$ cat config.mk
export PLATFORM = sky130hd
export DESIGN_NAME = uart_tx_shifter
export DESIGN_NICKNAME = d
export VERILOG_FILES = /design/src/rtl/uart_pkg.sv /design/src/rtl/uart_parity_gen.sv /design/src/rtl/uart_tx_shifter.sv
export SDC_FILE = /design/constraint.sdc
export NUM_CORES = 1
export LEC_CHECK = 0
export CAP_MARGIN = 20
export CORE_MARGIN = 8
export CORE_UTILIZATION = 54
export CTS_CLUSTER_DIAMETER = 60
export DETAILED_ROUTE_END_ITERATION = 12
export HOLD_SLACK_MARGIN = 0.1
export PLACE_DENSITY_LB_ADDON = 0.25
export SYNTH_ARGS = -nofsm -noshare
export SYNTH_HDL_FRONTEND = slang
export SYNTH_HIERARCHICAL = 1
export SYNTH_SLANG_ARGS = --single-unit
$ cat constraint.sdc
create_clock -name pclk -period 2.3 [get_ports pclk]
set_input_delay 0.345 -clock pclk [delete_from_list [all_inputs] [get_ports pclk]]
set_output_delay 0.345 -clock pclk [all_outputs]
set_load 0.01 [all_outputs]
$ cat src/rtl/uart_pkg.sv
// Shared UART definitions used by the transmit shifter and its parity generator.
//   - OversampleDefault : default sample_tick pulses per bit time
//   - Wls5..Wls8        : word length select encodings
//   - tx_state_t        : transmit shifter FSM states
//   - tx_cfg_t          : per-character line configuration captured at load
package uart_pkg;

    localparam int unsigned OversampleDefault = 16;

    localparam logic [1:0] Wls5 = 2'b00;
    localparam logic [1:0] Wls6 = 2'b01;
    localparam logic [1:0] Wls7 = 2'b10;
    localparam logic [1:0] Wls8 = 2'b11;

    typedef enum logic [2:0] {
        StIdle,
        StStart,
        StData,
        StParity,
        StStop
    } tx_state_t;

    typedef struct packed {
        logic [1:0] wls;
        logic       stb;
        logic       pen;
        logic       eps;
        logic       sp;
    } tx_cfg_t;

    // Index of the last data bit for a word length select (4..7).
    function automatic logic [2:0] last_data_bit(input logic [1:0] wls);
        return 3'd4 + {1'b0, wls};
    endfunction

endpackage

$ cat src/rtl/uart_parity_gen.sv
// UART parity generator, purely combinational.
// Only the wls+5 active data bits take part; unused upper bits are masked off.
// Ports:
//   data_i   : character, LSB first on the line
//   wls_i    : word length select (00=5 .. 11=8 bits)
//   eps_i    : even parity select
//   sp_i     : stick parity (parity bit forced to ~eps_i)
//   parity_o : parity bit to transmit (or to compare against on receive)
module uart_parity_gen
    import uart_pkg::*;
(
    input  logic [7:0] data_i,
    input  logic [1:0] wls_i,
    input  logic       eps_i,
    input  logic       sp_i,
    output logic       parity_o
);

    logic [7:0] mask;
    logic       data_xor;

    always_comb begin
        mask = 8'hFF;
        unique case (wls_i)
            Wls5: mask = 8'h1F;
            Wls6: mask = 8'h3F;
            Wls7: mask = 8'h7F;
            Wls8: mask = 8'hFF;
        endcase
    end

    assign data_xor = ^(data_i & mask);

    always_comb begin
        if (sp_i) begin
            parity_o = ~eps_i;
        end else if (eps_i) begin
            parity_o = data_xor;
        end else begin
            parity_o = ~data_xor;
        end
    end

endmodule

$ cat src/rtl/uart_tx_shifter.sv
// UART transmit shift register.
// Pops characters from the TX buffer and serialises them as
// start / 5-8 data bits LSB first / optional parity / 1, 1.5 or 2 stop bits.
// Bit timing is counted in external sample_tick pulses, OVERSAMPLE per bit.
// Ports:
//   pclk, presetn  : clock, synchronous active-low reset
//   sample_tick    : oversampling enable from the baud generator
//   tx_data        : head of TX buffer, valid while tx_fifo_empty is low
//   tx_fifo_empty  : TX buffer has no character
//   wls/stb/pen/eps/sp : line configuration, captured per character
//   bc             : break control, forces txd low while asserted
//   tsr_load       : registered one-cycle pop strobe to the TX buffer
//   txd            : registered serial output, idles high
//   tx_busy        : a character is in flight
//   temt           : buffer empty and shifter idle
module uart_tx_shifter
    import uart_pkg::*;
#(
    parameter int unsigned OVERSAMPLE = OversampleDefault
) (
    input  logic       pclk,
    input  logic       presetn,
    input  logic       sample_tick,
    input  logic [7:0] tx_data,
    input  logic       tx_fifo_empty,
    input  logic [1:0] wls,
    input  logic       stb,
    input  logic       pen,
    input  logic       eps,
    input  logic       sp,
    input  logic       bc,
    output logic       tsr_load,
    output logic       txd,
    output logic       tx_busy,
    output logic       temt
);

    // One extra counter bit so the 1.5 and 2 stop-bit periods fit.
    localparam int unsigned TickW = $clog2(OVERSAMPLE);
    localparam int unsigned CntW  = TickW + 1;

    localparam logic [CntW-1:0] BitLast    = CntW'(OVERSAMPLE - 1);
    localparam logic [CntW-1:0] Stop15Last = CntW'(OVERSAMPLE + OVERSAMPLE / 2 - 1);
    localparam logic [CntW-1:0] Stop2Last  = CntW'(2 * OVERSAMPLE - 1);

    tx_state_t       state_q, state_d;
    logic [CntW-1:0] tick_cnt_q, tick_cnt_d;
    logic [2:0]      bit_cnt_q, bit_cnt_d;
    logic [7:0]      shift_q, shift_d;
    logic [7:0]      data_q, data_d;
    tx_cfg_t         cfg_q, cfg_d;
    logic            txd_q, txd_d;
    logic            tsr_load_q, tsr_load_d;

    logic [CntW-1:0] tick_last;
    logic            bit_done;
    logic            data_done;
    logic            load;
    logic            parity_bit;
    logic            line;

    // Parity is taken from the unshifted copy of the character.
    uart_parity_gen u_parity_gen (
        .data_i   (data_q),
        .wls_i    (cfg_q.wls),
        .eps_i    (cfg_q.eps),
        .sp_i     (cfg_q.sp),
        .parity_o (parity_bit)
    );

    // Last tick index of the bit currently on the line.
    always_comb begin
        tick_last = BitLast;
        if (state_q == StStop && cfg_q.stb) begin
            tick_last = (cfg_q.wls == Wls5) ? Stop15Last : Stop2Last;
        end
    end

    assign bit_done  = sample_tick & (tick_cnt_q == tick_last);
    assign data_done = (bit_cnt_q == last_data_bit(cfg_q.wls));

    // Pop from idle, or chain the next character straight off the last stop tick.
    assign load = ~tx_fifo_empty &
                  ((state_q == StIdle) | ((state_q == StStop) & bit_done));

    // ---------------------------------------------------------------
    // FSM: state register
    // ---------------------------------------------------------------
    always_ff @(posedge pclk) begin
        if (!presetn) begin
            state_q <= StIdle;
        end else begin
            state_q <= state_d;
        end
    end

    // ---------------------------------------------------------------
    // FSM: next state
    // ---------------------------------------------------------------
    always_comb begin
        state_d = state_q;
        unique case (state_q)
            StIdle: begin
                if (!tx_fifo_empty) begin
                    state_d = StStart;
                end
            end
            StStart: begin
                if (bit_done) begin
                    state_d = StData;
                end
            end
            StData: begin
                if (bit_done && data_done) begin
                    state_d = cfg_q.pen ? StParity : StStop;
                end
            end
            StParity: begin
                if (bit_done) begin
                    state_d = StStop;
                end
            end
            StStop: begin
                if (bit_done) begin
                    state_d = tx_fifo_empty ? StIdle : StStart;
                end
            end
            default: state_d = StIdle;
        endcase
    end

    // ---------------------------------------------------------------
    // FSM: outputs
    // ---------------------------------------------------------------
    always_comb begin
        line = 1'b1;
        unique case (state_q)
            StIdle:   line = 1'b1;
            StStart:  line = 1'b0;
            StData:   line = shift_q[0];
            StParity: line = parity_bit;
            StStop:   line = 1'b1;
            default:  line = 1'b1;
        endcase
        // Break is applied on the output only, so frame timing is unaffected.
        txd_d      = line & ~bc;
        tsr_load_d = load;
    end

    // ---------------------------------------------------------------
    // Datapath next state: tick / bit counters, shifter, shadow config
    // ---------------------------------------------------------------
    always_comb begin
        tick_cnt_d = tick_cnt_q;
        bit_cnt_d  = bit_cnt_q;
        shift_d    = shift_q;
        data_d     = data_q;
        cfg_d      = cfg_q;

        if (state_q == StIdle) begin
            tick_cnt_d = '0;
            bit_cnt_d  = '0;
        end else if (bit_done) begin
            tick_cnt_d = '0;
            if (state_q == StData) begin
                bit_cnt_d = bit_cnt_q + 3'd1;
                shift_d   = {1'b0, shift_q[7:1]};
            end
        end else if (sample_tick) begin
            tick_cnt_d = tick_cnt_q + CntW'(1);
        end

        if (load) begin
            tick_cnt_d = '0;
            bit_cnt_d  = '0;
            shift_d    = tx_data;
            data_d     = tx_data;
            cfg_d      = '{wls: wls, stb: stb, pen: pen, eps: eps, sp: sp};
        end
    end

    always_ff @(posedge pclk) begin
        if (!presetn) begin
            tick_cnt_q <= '0;
            bit_cnt_q  <= '0;
            shift_q    <= '0;
            data_q     <= '0;
            cfg_q      <= '0;
            txd_q      <= 1'b1;
            tsr_load_q <= 1'b0;
        end else begin
            tick_cnt_q <= tick_cnt_d;
            bit_cnt_q  <= bit_cnt_d;
            shift_q    <= shift_d;
            data_q     <= data_d;
            cfg_q      <= cfg_d;
            txd_q      <= txd_d;
            tsr_load_q <= tsr_load_d;
        end
    end

    assign txd      = txd_q;
    assign tsr_load = tsr_load_q;
    assign tx_busy  = (state_q != StIdle);
    assign temt     = tx_fifo_empty & ~tx_busy;

endmodule

# --- Yosys cells after proc, flatten, opt, wreduce, memory -nomap -nowiden ---
# Index checks and enable logic that the tools add are counted.
totals:
  reg_bits: 35
  latch_bits: 0
  ramBits: 0
  romBits: 0
  inputBits: 19
  elab_cells: 74
  n_memories: 0
classes:
  add_sub_neg: 3
  multipliers: 0
  div_mod_pow: 0
  order_cmp: 0
  n_eq_ne: 15
  shifts: 0
  muxes: 18
  bitwise_logic: 13
  reduce_logical: 13
op_table:
  columns: ["cell", "count"]
  rows:
  - ["8-bit 2-to-1 mux", 4]
  - ["8-bit case mux with 4 select lines", 1]
  - ["3-bit 2-to-1 mux", 6]
  - ["3-bit case mux with 5 select lines", 1]
  - ["2-bit inequality test (second input constant)", 6]
  - ["8-bit bitwise AND", 1]
  - ["8-bit XOR reduction", 1]
  - ["3-bit by 2-bit equality test with 1-bit output (second input constant)", 2]
  - ["1-bit NOT", 6]
  - ["5-bit by 1-bit adder with 5-bit output (second input constant)", 1]
  - ["1-bit bitwise AND", 5]
  - ["5-bit equality test", 1]
  - ["5-bit 2-to-1 mux", 1]
  - ["5-bit AND reduction", 1]
  - ["2-bit equality test (second input constant)", 2]
  - ["4-bit 2-to-1 mux", 1]
  - ["2-bit nonzero test", 2]
  - ["4-bit OR reduction", 1]
  - ["3-bit by 1-bit adder with 3-bit output (second input constant)", 1]
  - ["3-bit by 2-bit adder with 3-bit output (first input constant)", 1]
  - ["3-bit by 1-bit equality test with 1-bit output (second input constant)", 1]
  - ["3-bit equality test", 1]
  - ["3-bit equality test (second input constant)", 1]
  - ["3-bit logical NOT", 1]
  - ["other kinds (10)", 13]

# --- Logic depth before layout (Yosys ltp) ---
# Gate-level depths: netlist of run 1.
depth:
  ltp_word: 10
  depth_mapped: 9

# --- By module ---
# The synthesis of run 1 kept the hierarchy.
by_module_without_submodules:
  columns: ["module", "n_inst", "cells_each", "area_per_inst_um2", "seq_area_each_um2"]
  rows:
  - ["uart_tx_shifter", 1, 184, 1636.6, 700.7]
  - ["uart_parity_gen", 1, 16, 151.4, 0.0]

# --- Worst setup path before layout of run 1 ---
# OpenSTA, ideal clock, no wires.
synth_path:
  path_kind: "register -> register"
  from: "register data_q[2]"
  to: "register txd_q (netlist: txd)"
  setup_time_ns: 0.074
  arrival_ns: 1.757
  setup_slack_ns: 0.468
  stages_incl_launch_ff: 10
  period_less_slack_ns: 1.832
  cell_sequence: "dfxtp_1 xnor3_1 xnor2_2 nand4_1 or3b_1 xor2_1 nand2_1 a21oi_1 nor2_1 o21ai_0"
synth_via:
  elab_chain_len: 7
synth_lines:
  columns: ["item", "line_no", "source"]
  rows:
  - ["start: declaration", "uart_tx_shifter.sv:50", "logic [7:0] data_q, data_d;"]
  - ["start signal: assignment", "uart_tx_shifter.sv:195", "data_q <= data_d;"]
  - ["8-bit bitwise AND (*)", "uart_parity_gen.sv:32", "assign data_xor = ^(data_i & mask);"]
  - ["8-bit XOR reduction (*)", "uart_parity_gen.sv:32", null]
  - ["1-bit NOT", "uart_parity_gen.sv:40", "parity_o = ~data_xor;"]
  - ["1-bit 2-to-1 mux (*)", "uart_parity_gen.sv:37", "end else if (eps_i) begin"]
  - ["1-bit 2-to-1 mux (*)", "uart_parity_gen.sv:35", "if (sp_i) begin"]
  - ["via parity_bit", "uart_tx_shifter.sv:59", "logic parity_bit;"]
  - ["1-bit case mux with 3 select lines (*)", "uart_tx_shifter.sv:137", "unique case (state_q)"]
  - ["1-bit bitwise AND (*)", "uart_tx_shifter.sv:146", "txd_d = line & ~bc;"]
  - ["end signal: assignment", "uart_tx_shifter.sv:197", "txd_q <= txd_d;"]
  - ["end: declaration", "uart_tx_shifter.sv:52", "logic txd_q, txd_d;"]
# Mark *: on every way through the listed nets, which the timed path passes. The rest lies on a longest branch.
# A chain may end at the register's enable or synchronous reset.

# --- Worst setup path after layout of run 1 ---
layout_path:
  from: "register state_q[2]"
  to: "output port temt"
layout_via:
  elab_chain_len: 3
layout_lines:
  columns: ["item", "line_no", "source"]
  rows:
  - ["start: declaration", "uart_tx_shifter.sv:46", "tx_state_t state_q, state_d;"]
  - ["start signal: assignment", "uart_tx_shifter.sv:91", "state_q <= StIdle;"]
  - ["start signal: assignment", "uart_tx_shifter.sv:93", "state_q <= state_d;"]
  - ["3-bit nonzero test", "uart_tx_shifter.sv:204", "assign tx_busy = (state_q != StIdle);"]
  - ["1-bit NOT", "uart_tx_shifter.sv:205", "assign temt = tx_fifo_empty & ~tx_busy;"]
  - ["1-bit bitwise AND", "uart_tx_shifter.sv:205", null]
  - ["end: declaration", "uart_tx_shifter.sv:35", "output logic temt"]
# Every way passes these cells.

==> reports/metrics.cfg, run 1 <==
[status]
run_status = finished clean

[global_routing]
gr-total-overflow = 0
grt_max_degree = 27
antenna_found_initial = 0
busiest_layer = met2
use_met3 = 0.0477
grtUsageMet1 = 0.192
grt_pass1_vias = 1546
track_usage = 0.163
grt_pass1_wl_um = 6960
use_met2 = 0.266

[sta]
fmax_mhz = 449
final.setup.tns_ns = 0
hold_viol_final = 0
report.final.slew_viol_count = 0
clock_skew_ns = 0.00626
setup_viol_count_final = 0
min_period_ns = 2.23
min_period_over_period = 0.968
rsz0062_at_grt = false
tightest_slew_ns = 0.417
relSlewSlack = 0.721

[critical_path]
crit_arrival_ns = 1.88
cp_cell_sequence = or3_4, nor2_1, clkdlybuf4s50_1
crit_type = register to output pin
path_delay_family = simple AND/OR/NAND/NOR gates
rr_startpoint = state_q[1]
path_max_fanout = 10
startpoint = state_q[2]
cp_num_buf_inv = 1
cp-end-kind = output pin
critPathLaunchType = register
cp.required_ns = 1.96
crit_slowest_cell = clkdlybuf4s50_1
worst_path_largest_cell_delay_ns = 0.54

[final_layout]
final_core_util = 0.646
n_antenna_cell = 0
layout_common_cells = dfxtp_1, a21oi_1, clkdlybuf4s50_1, nand3_1, nor2_1
final_common_cell = dfxtp_1
fin_cells = 270
regArea_um2 = 701
fin_nets = 244
drive_above_1_share = 0.0982
syn2layout_area_growth_pct = 17.7
multi_input_area_um2 = 1000
fillers = 315

[yosys]
synth_compound_gate_area_share = 0.213
synth-seq-area-share = 0.392
ys_warn_count = 6
syn_area_um2 = 1790
synth_mux_area_frac = 0.0504
avgSynthCellArea_um2 = 8.94
synth_top_family_by_area = compound AO/OA/AOI/OAI gates
syn_inst = 200
netlist_top_cells_area = dfxtp_1, a21oi_1, xor2_1
synth_top_area_cell = dfxtp_1
synth_top_area_share = 0.392
synth_xor_area_frac = 0.0854
synthAdderAreaFrac = 0.0140
synth-seq-cells = 35
ys_types = 43
syn_nets = 221
synthSimpleGateAreaFrac = 0.197

[route]
drtIter0Drc = 150
vias = 1554
ant_nets = 0
viasPerCell = 5.76
post-route-drc-count = 0
wl_per_cell_um = 15.1
first_pass_iters = 4
finalWirelength_um = 4080

[floorplan]
dieArea_um2 = 5410
die_y_um = 73.5
fp.coreArea_um2 = 3260
fp-row-count = 21
die_w_um = 73.5
boundaryPins = 23
initial_utilization = 0.549

[placed_design]
io_buffers = 22
gp_congestion = 0.861
dp_cells = 262
hpwlAfterDp_um = 2970

[cts]
cts_max_level = 2
post_cts_buffers = 0
clock_path_buffers = 2
cts_root_buf = clkbuf_4
cts_buffers = 5
numClockSinks = 35
clk_transition_reported_paths_ns = 0.10
ctsHoldBuffers = 0
clk_latency_ns = 0.34
post_cts_resized = 0
cts_tree = done

[worst_hold_path]
worstHoldStart = data_q[2]
min_path_type = register to register

[pwr]
p_int_uw = 855
combPwrFrac = 0.162
p_clk_frac = 0.273
ir_drop_mv = 0.302
pwr-share-seq = 0.566
p_switching_uw = 319
power.density_nw_per_um2 = 558
cellLeakagePower_nw = 0.808
netSwitchingFraction = 0.272

[run]
cap_violations = 0

## worst reg2reg max path: stages (launching register included)
cell and delay, ns:
dfxtp_1 0.59, nand4bb_4 0.25, xor2_1 0.32, o2111a_1 0.50
buf_4 0.22, o21ai_1 0.06, a21oi_1 0.16
## cell type report
class / instances / area share
clock inverter: 1 / 0.00238
timing repair buffer: 30 / 0.133
clock buffer: 7 / 0.0214
multi-input combinational: 148 / 0.477
inverter: 3 / 0.00535
sequential: 35 / 0.333
tap: 46 / 0.0273
## synth_stat cells, drive strengths merged
cell type,count
a211o,1
a211oi,8
a21o,1
a21oi,27
a31oi,2
and3,1
and3b,1
buf,7
clkbuf,7
clkinv,1
dfxtp,35
ha,2
inv,2
mux2i,9
nand2,8
nand2b,2
nand3,16
nand3b,2
nand4,3
nand4bb,1
nor2,13
nor2b,2
nor3,5
nor4,1
nor4b,1
o2111a,1
o2111ai,1
o211ai,2
o21ai,18
o31a,1
or3,1
or3b,2
or4b,1
xnor2,3
xnor3,1
xor2,11
## worst paths after layout
path               endpoint  slack [ns]  cells after the start
setup / recovery       temt        0.07                      3
hold reg to reg   data_q[2]        0.47                      2
hold / removal    data_q[2]        0.47                      2
setup reg to reg  data_q[1]        0.14                      6
## registers in the layout, indices dropped and copies added, names as in the netlist
name        cells
cfg_q           6
data_q          8
shift_q         8
tick_cnt_q      5
bit_cnt_q       3
tsr_load        1
state_q         3
txd             1
## power groups by stage
stage	logic [mW]	registers [mW]	clock network, mW
4_1_cts	0.189	0.664	0.325
3_5_place_dp	0.187	0.678	0
6_report	0.190	0.664	0.320
5_1_grt	0.208	0.669	0.358
2_1_floorplan	0.119	0.669	0
3_3_place_gp	0.180	0.676	0
## cells by family (layout without fill, tap and decap cells)
logic type / count (synthesis) / count (layout)
compound gates: 62 / 62
xor+xnor: 15 / 15
fa+ha+maj: 2 / 2
buf+inv: 17 / 41
flops: 35 / 35
mux: 9 / 9
simple gates: 60 / 60
## layer usage
| layer | wire length, µm | vias to the layer above | part of all wire |
|---|---|---|---|
| li1 | - | 772 | - |
| met1 | 1750 | 731 | 0.43 |
| met2 | 1980 | 43 | 0.48 |
| met3 | 270 | 8 | 0.066 |
| met4 | 76 | 0 | 0.019 |
| met5 | 0 | - | 0 |
## metrics by stage
step           total power [mW]  cell area [µm²]  hold WS [ns]  setup slack, ns
3_5_place_dp              0.865             2050         0.459            0.178
5_1_grt                    1.23             2100         0.507          0.00469
3_3_place_gp              0.856             2050         0.453            0.229
2_1_floorplan             0.788             1790         0.421            0.468
6_report                   1.17             2100         0.474           0.0739
4_1_cts                    1.18             2100         0.474           0.0258
No activity file was read; power rests on OpenSTA's default activity.
==> run 2: changes to the inputs <==
Settings changed: CORE_MARGIN 8 to 3, SLEW_MARGIN from default to 20, SYNTH_HIERARCHICAL 1 to default.
==> run 2 against run 1 <==
  * Final cell count is 1.1% lower
  * Hold slack got worse by 0.014 ns
  * Die area down 26%
  * Sequential cell count stayed put
  * Combinational power down 3%
  * Sequential share of layout area increased by 0.58 points
  * Critical path depth rose by 1
  * Synthesized area decreased by 1.4%
  * Setup slack better by 0.084 ns
  * Sequential power decreased by 1%
  * Clock skew shrank 0.0032 ns
  * Critical endpoint unchanged
==> reports/metrics.cfg, run 2 <==
[status]
run_status = finished clean

[placed_design]
io_buffers = 22
gp_congestion = 0.840
dp_slack_ns = 0.00705
post_dp_cell_area_um2 = 2010
hpwlAfterDp_um = 2660
dp_cells = 259

[yosys]
netlist_top_cells_area = dfxtp_1, nand2_1, mux2i_1
synth_edf_count = 0
synth-seq-cells = 35
synth_common_cells = dfxtp_1, nand2_1, nor2_1
synth_top_area_cell = dfxtp_1
synth_top_area_share = 0.397
ys_warn_count = 0
ys_types = 46
async_flop_share = 0
yosysMostFrequentCell = dfxtp_1
synth-seq-area-share = 0.397
syn_nets = 217
avgSynthCellArea_um2 = 8.99
syn_inst = 196
ys.flop_type = dfxtp_1
syn_area_um2 = 1760

[run]
cap_violations = 0

[route]
ant_nets = 0
viasPerCell = 5.56
finalWirelength_um = 3590
first_pass_iters = 6
vias = 1485
wl_per_cell_um = 13.5
drtIter0Drc = 82
post-route-drc-count = 0

[sta]
min_period_ns = 2.14
hold_viol_final = 0
final.setup.tns_ns = 0
tightest_slew_ns = 0.679
setup_ws_ns = 0.158
fmax_mhz = 467
setup_viol_count_final = 0
rsz0062_at_grt = false
clock_skew_ns = 0.00302
relSlewSlack = 0.545
min_period_over_period = 0.931
report.final.slew_viol_count = 0

[cts]
ctsHoldBuffers = 0
post_cts_resized = 1
clk_transition_reported_paths_ns = 0.11
cts_tree = done
numClockSinks = 35
clock_path_buffers = 2
cts_max_level = 2
cts_buffers = 5
post_cts_buffers = 0
cts_root_buf = clkbuf_4
clk_latency_ns = 0.34

[pwr]
p_clk_frac = 0.284
netSwitchingFraction = 0.272
pwr-share-seq = 0.560
p_switching_uw = 320
cellLeakagePower_nw = 0.724
ir_drop_mv = 0.346
p_int_uw = 854
power.density_nw_per_um2 = 568
combPwrFrac = 0.157

[final_layout]
drive_above_1_share = 0.108
syn2layout_area_growth_pct = 17.3
top_regs = data_q x8, shift_q x8, cfg_q x6
final_area_um2 = 2070
fin_nets = 243
final_common_cell = dfxtp_1
layout_common_cells = dfxtp_1, nand2_1, clkdlybuf4s50_1, nor2_1, o21ai_0
n_antenna_cell = 0
final_core_util = 0.672
fillers = 277
fin_cells = 267

[floorplan]
die_y_um = 63.1
fp.coreArea_um2 = 3080
fp-row-count = 20
dieArea_um2 = 3990
die_w_um = 63.1
boundaryPins = 23
initial_utilization = 0.573

[critical_path]
r2r_end = shift_q[1]
cp_cell_sequence = buf_4, inv_1, and3_1, clkdlybuf4s50_1
path_max_fanout = 9
crit_type = register to output pin
path_delay_family = buffers and inverters
worst_path_largest_cell_delay_ns = 0.53
crit_arrival_ns = 1.80
rr_startpoint = state_q[0]
critPathLaunchType = register
cp.required_ns = 1.96
reg2reg_slack_ns = 0.26
crit_slowest_cell = clkdlybuf4s50_1
cp_num_buf_inv = 3
r2r_cells = 6
cp-end-kind = output pin

[global_routing]
grt_pass1_vias = 1421
track_usage = 0.202
gr-total-overflow = 0
antenna_found_initial = 0
grt_pass1_wl_um = 6310
grt_max_degree = 31

[worst_hold_path]
min_path_type = register to register
worstHoldPathCells = 2
worstHoldStart = data_q[5]
min_to = data_q[5]

run 2: cell types whose count changed in the layout (fill, tap and decap cells not counted), moves of 9 or more:
cell and delta:
a21boi_1 +10, nand3_1 -11, nand2_1 +25, xor2_1 -9, a21oi_1 -18
run 2: per-layer routing:
metal	global-route usage	up-vias	wire, µm
met3	0.0499	10	166
met4	0.107	0	88
met2	0.337	41	1740
met1	0.237	700	1600
met5	0	-	0
li1	-	734	-
run 2: stage by stage:
| stage | power, mW | hold WS (ns) |
|---|---|---|
| detailed placement | 0.854 | 0.446 |
| global route | 1.23 | 0.501 |
| CTS | 1.18 | 0.462 |
| global placement | 0.847 | 0.450 |
| floorplan | 0.790 | 0.434 |
| finish | 1.17 | 0.460 |
run 2: tightest hold or removal path, cell delays in order (launching register included):
cell and delay (ns):
dfxtp_1 0.33, nand2_1 0.05, a21boi_1 0.05
run 2: cells by family after synthesis:
logic type	Yosys count	share of synthesized area
XOR/XNOR	13	0.0724
buffers and inverters	17	0.0667
multiplexers	9	0.0511
adder cells (fa/ha/maj)	2	0.0142
AO/OA/AOI/OAI	55	0.234
AND/OR/NAND/NOR	65	0.164
flip-flops	35	0.397
run 2: worst max-delay path by stage:
stage                      from            to  slack (ns)  depth (start not counted)
global placement    sample_tick  bit_cnt_q[2]        0.09                          6
finish               state_q[2]          temt        0.16                          4
floorplan            state_q[2]    shift_q[0]        0.50                          7
global route           cfg_q[5]  bit_cnt_q[0]        0.06                          6
CTS                  state_q[2]          temt        0.18                          4
detailed placement  sample_tick  bit_cnt_q[1]       0.007                          6
run 2: power groups by stage:
stage	Sequential [mW]	Clock, mW	Combinational, mW
2_1_floorplan	0.667	0	0.123
6_report	0.657	0.333	0.184
4_1_cts	0.657	0.334	0.185
3_5_place_dp	0.671	0	0.183
5_1_grt	0.661	0.368	0.204
3_3_place_gp	0.670	0	0.177
run 2: area by class of cell:
class / count / area, µm² / area share
Tap cell: 44 / 55.1 / 0.0266
Multi-Input combinational cell: 144 / 952 / 0.460
Clock buffer: 6 / 41.3 / 0.0200
Inverter: 5 / 18.8 / 0.00907
Clock inverter: 2 / 12.5 / 0.00605
Timing Repair Buffer: 31 / 288 / 0.139
Sequential cell: 35 / 701 / 0.339
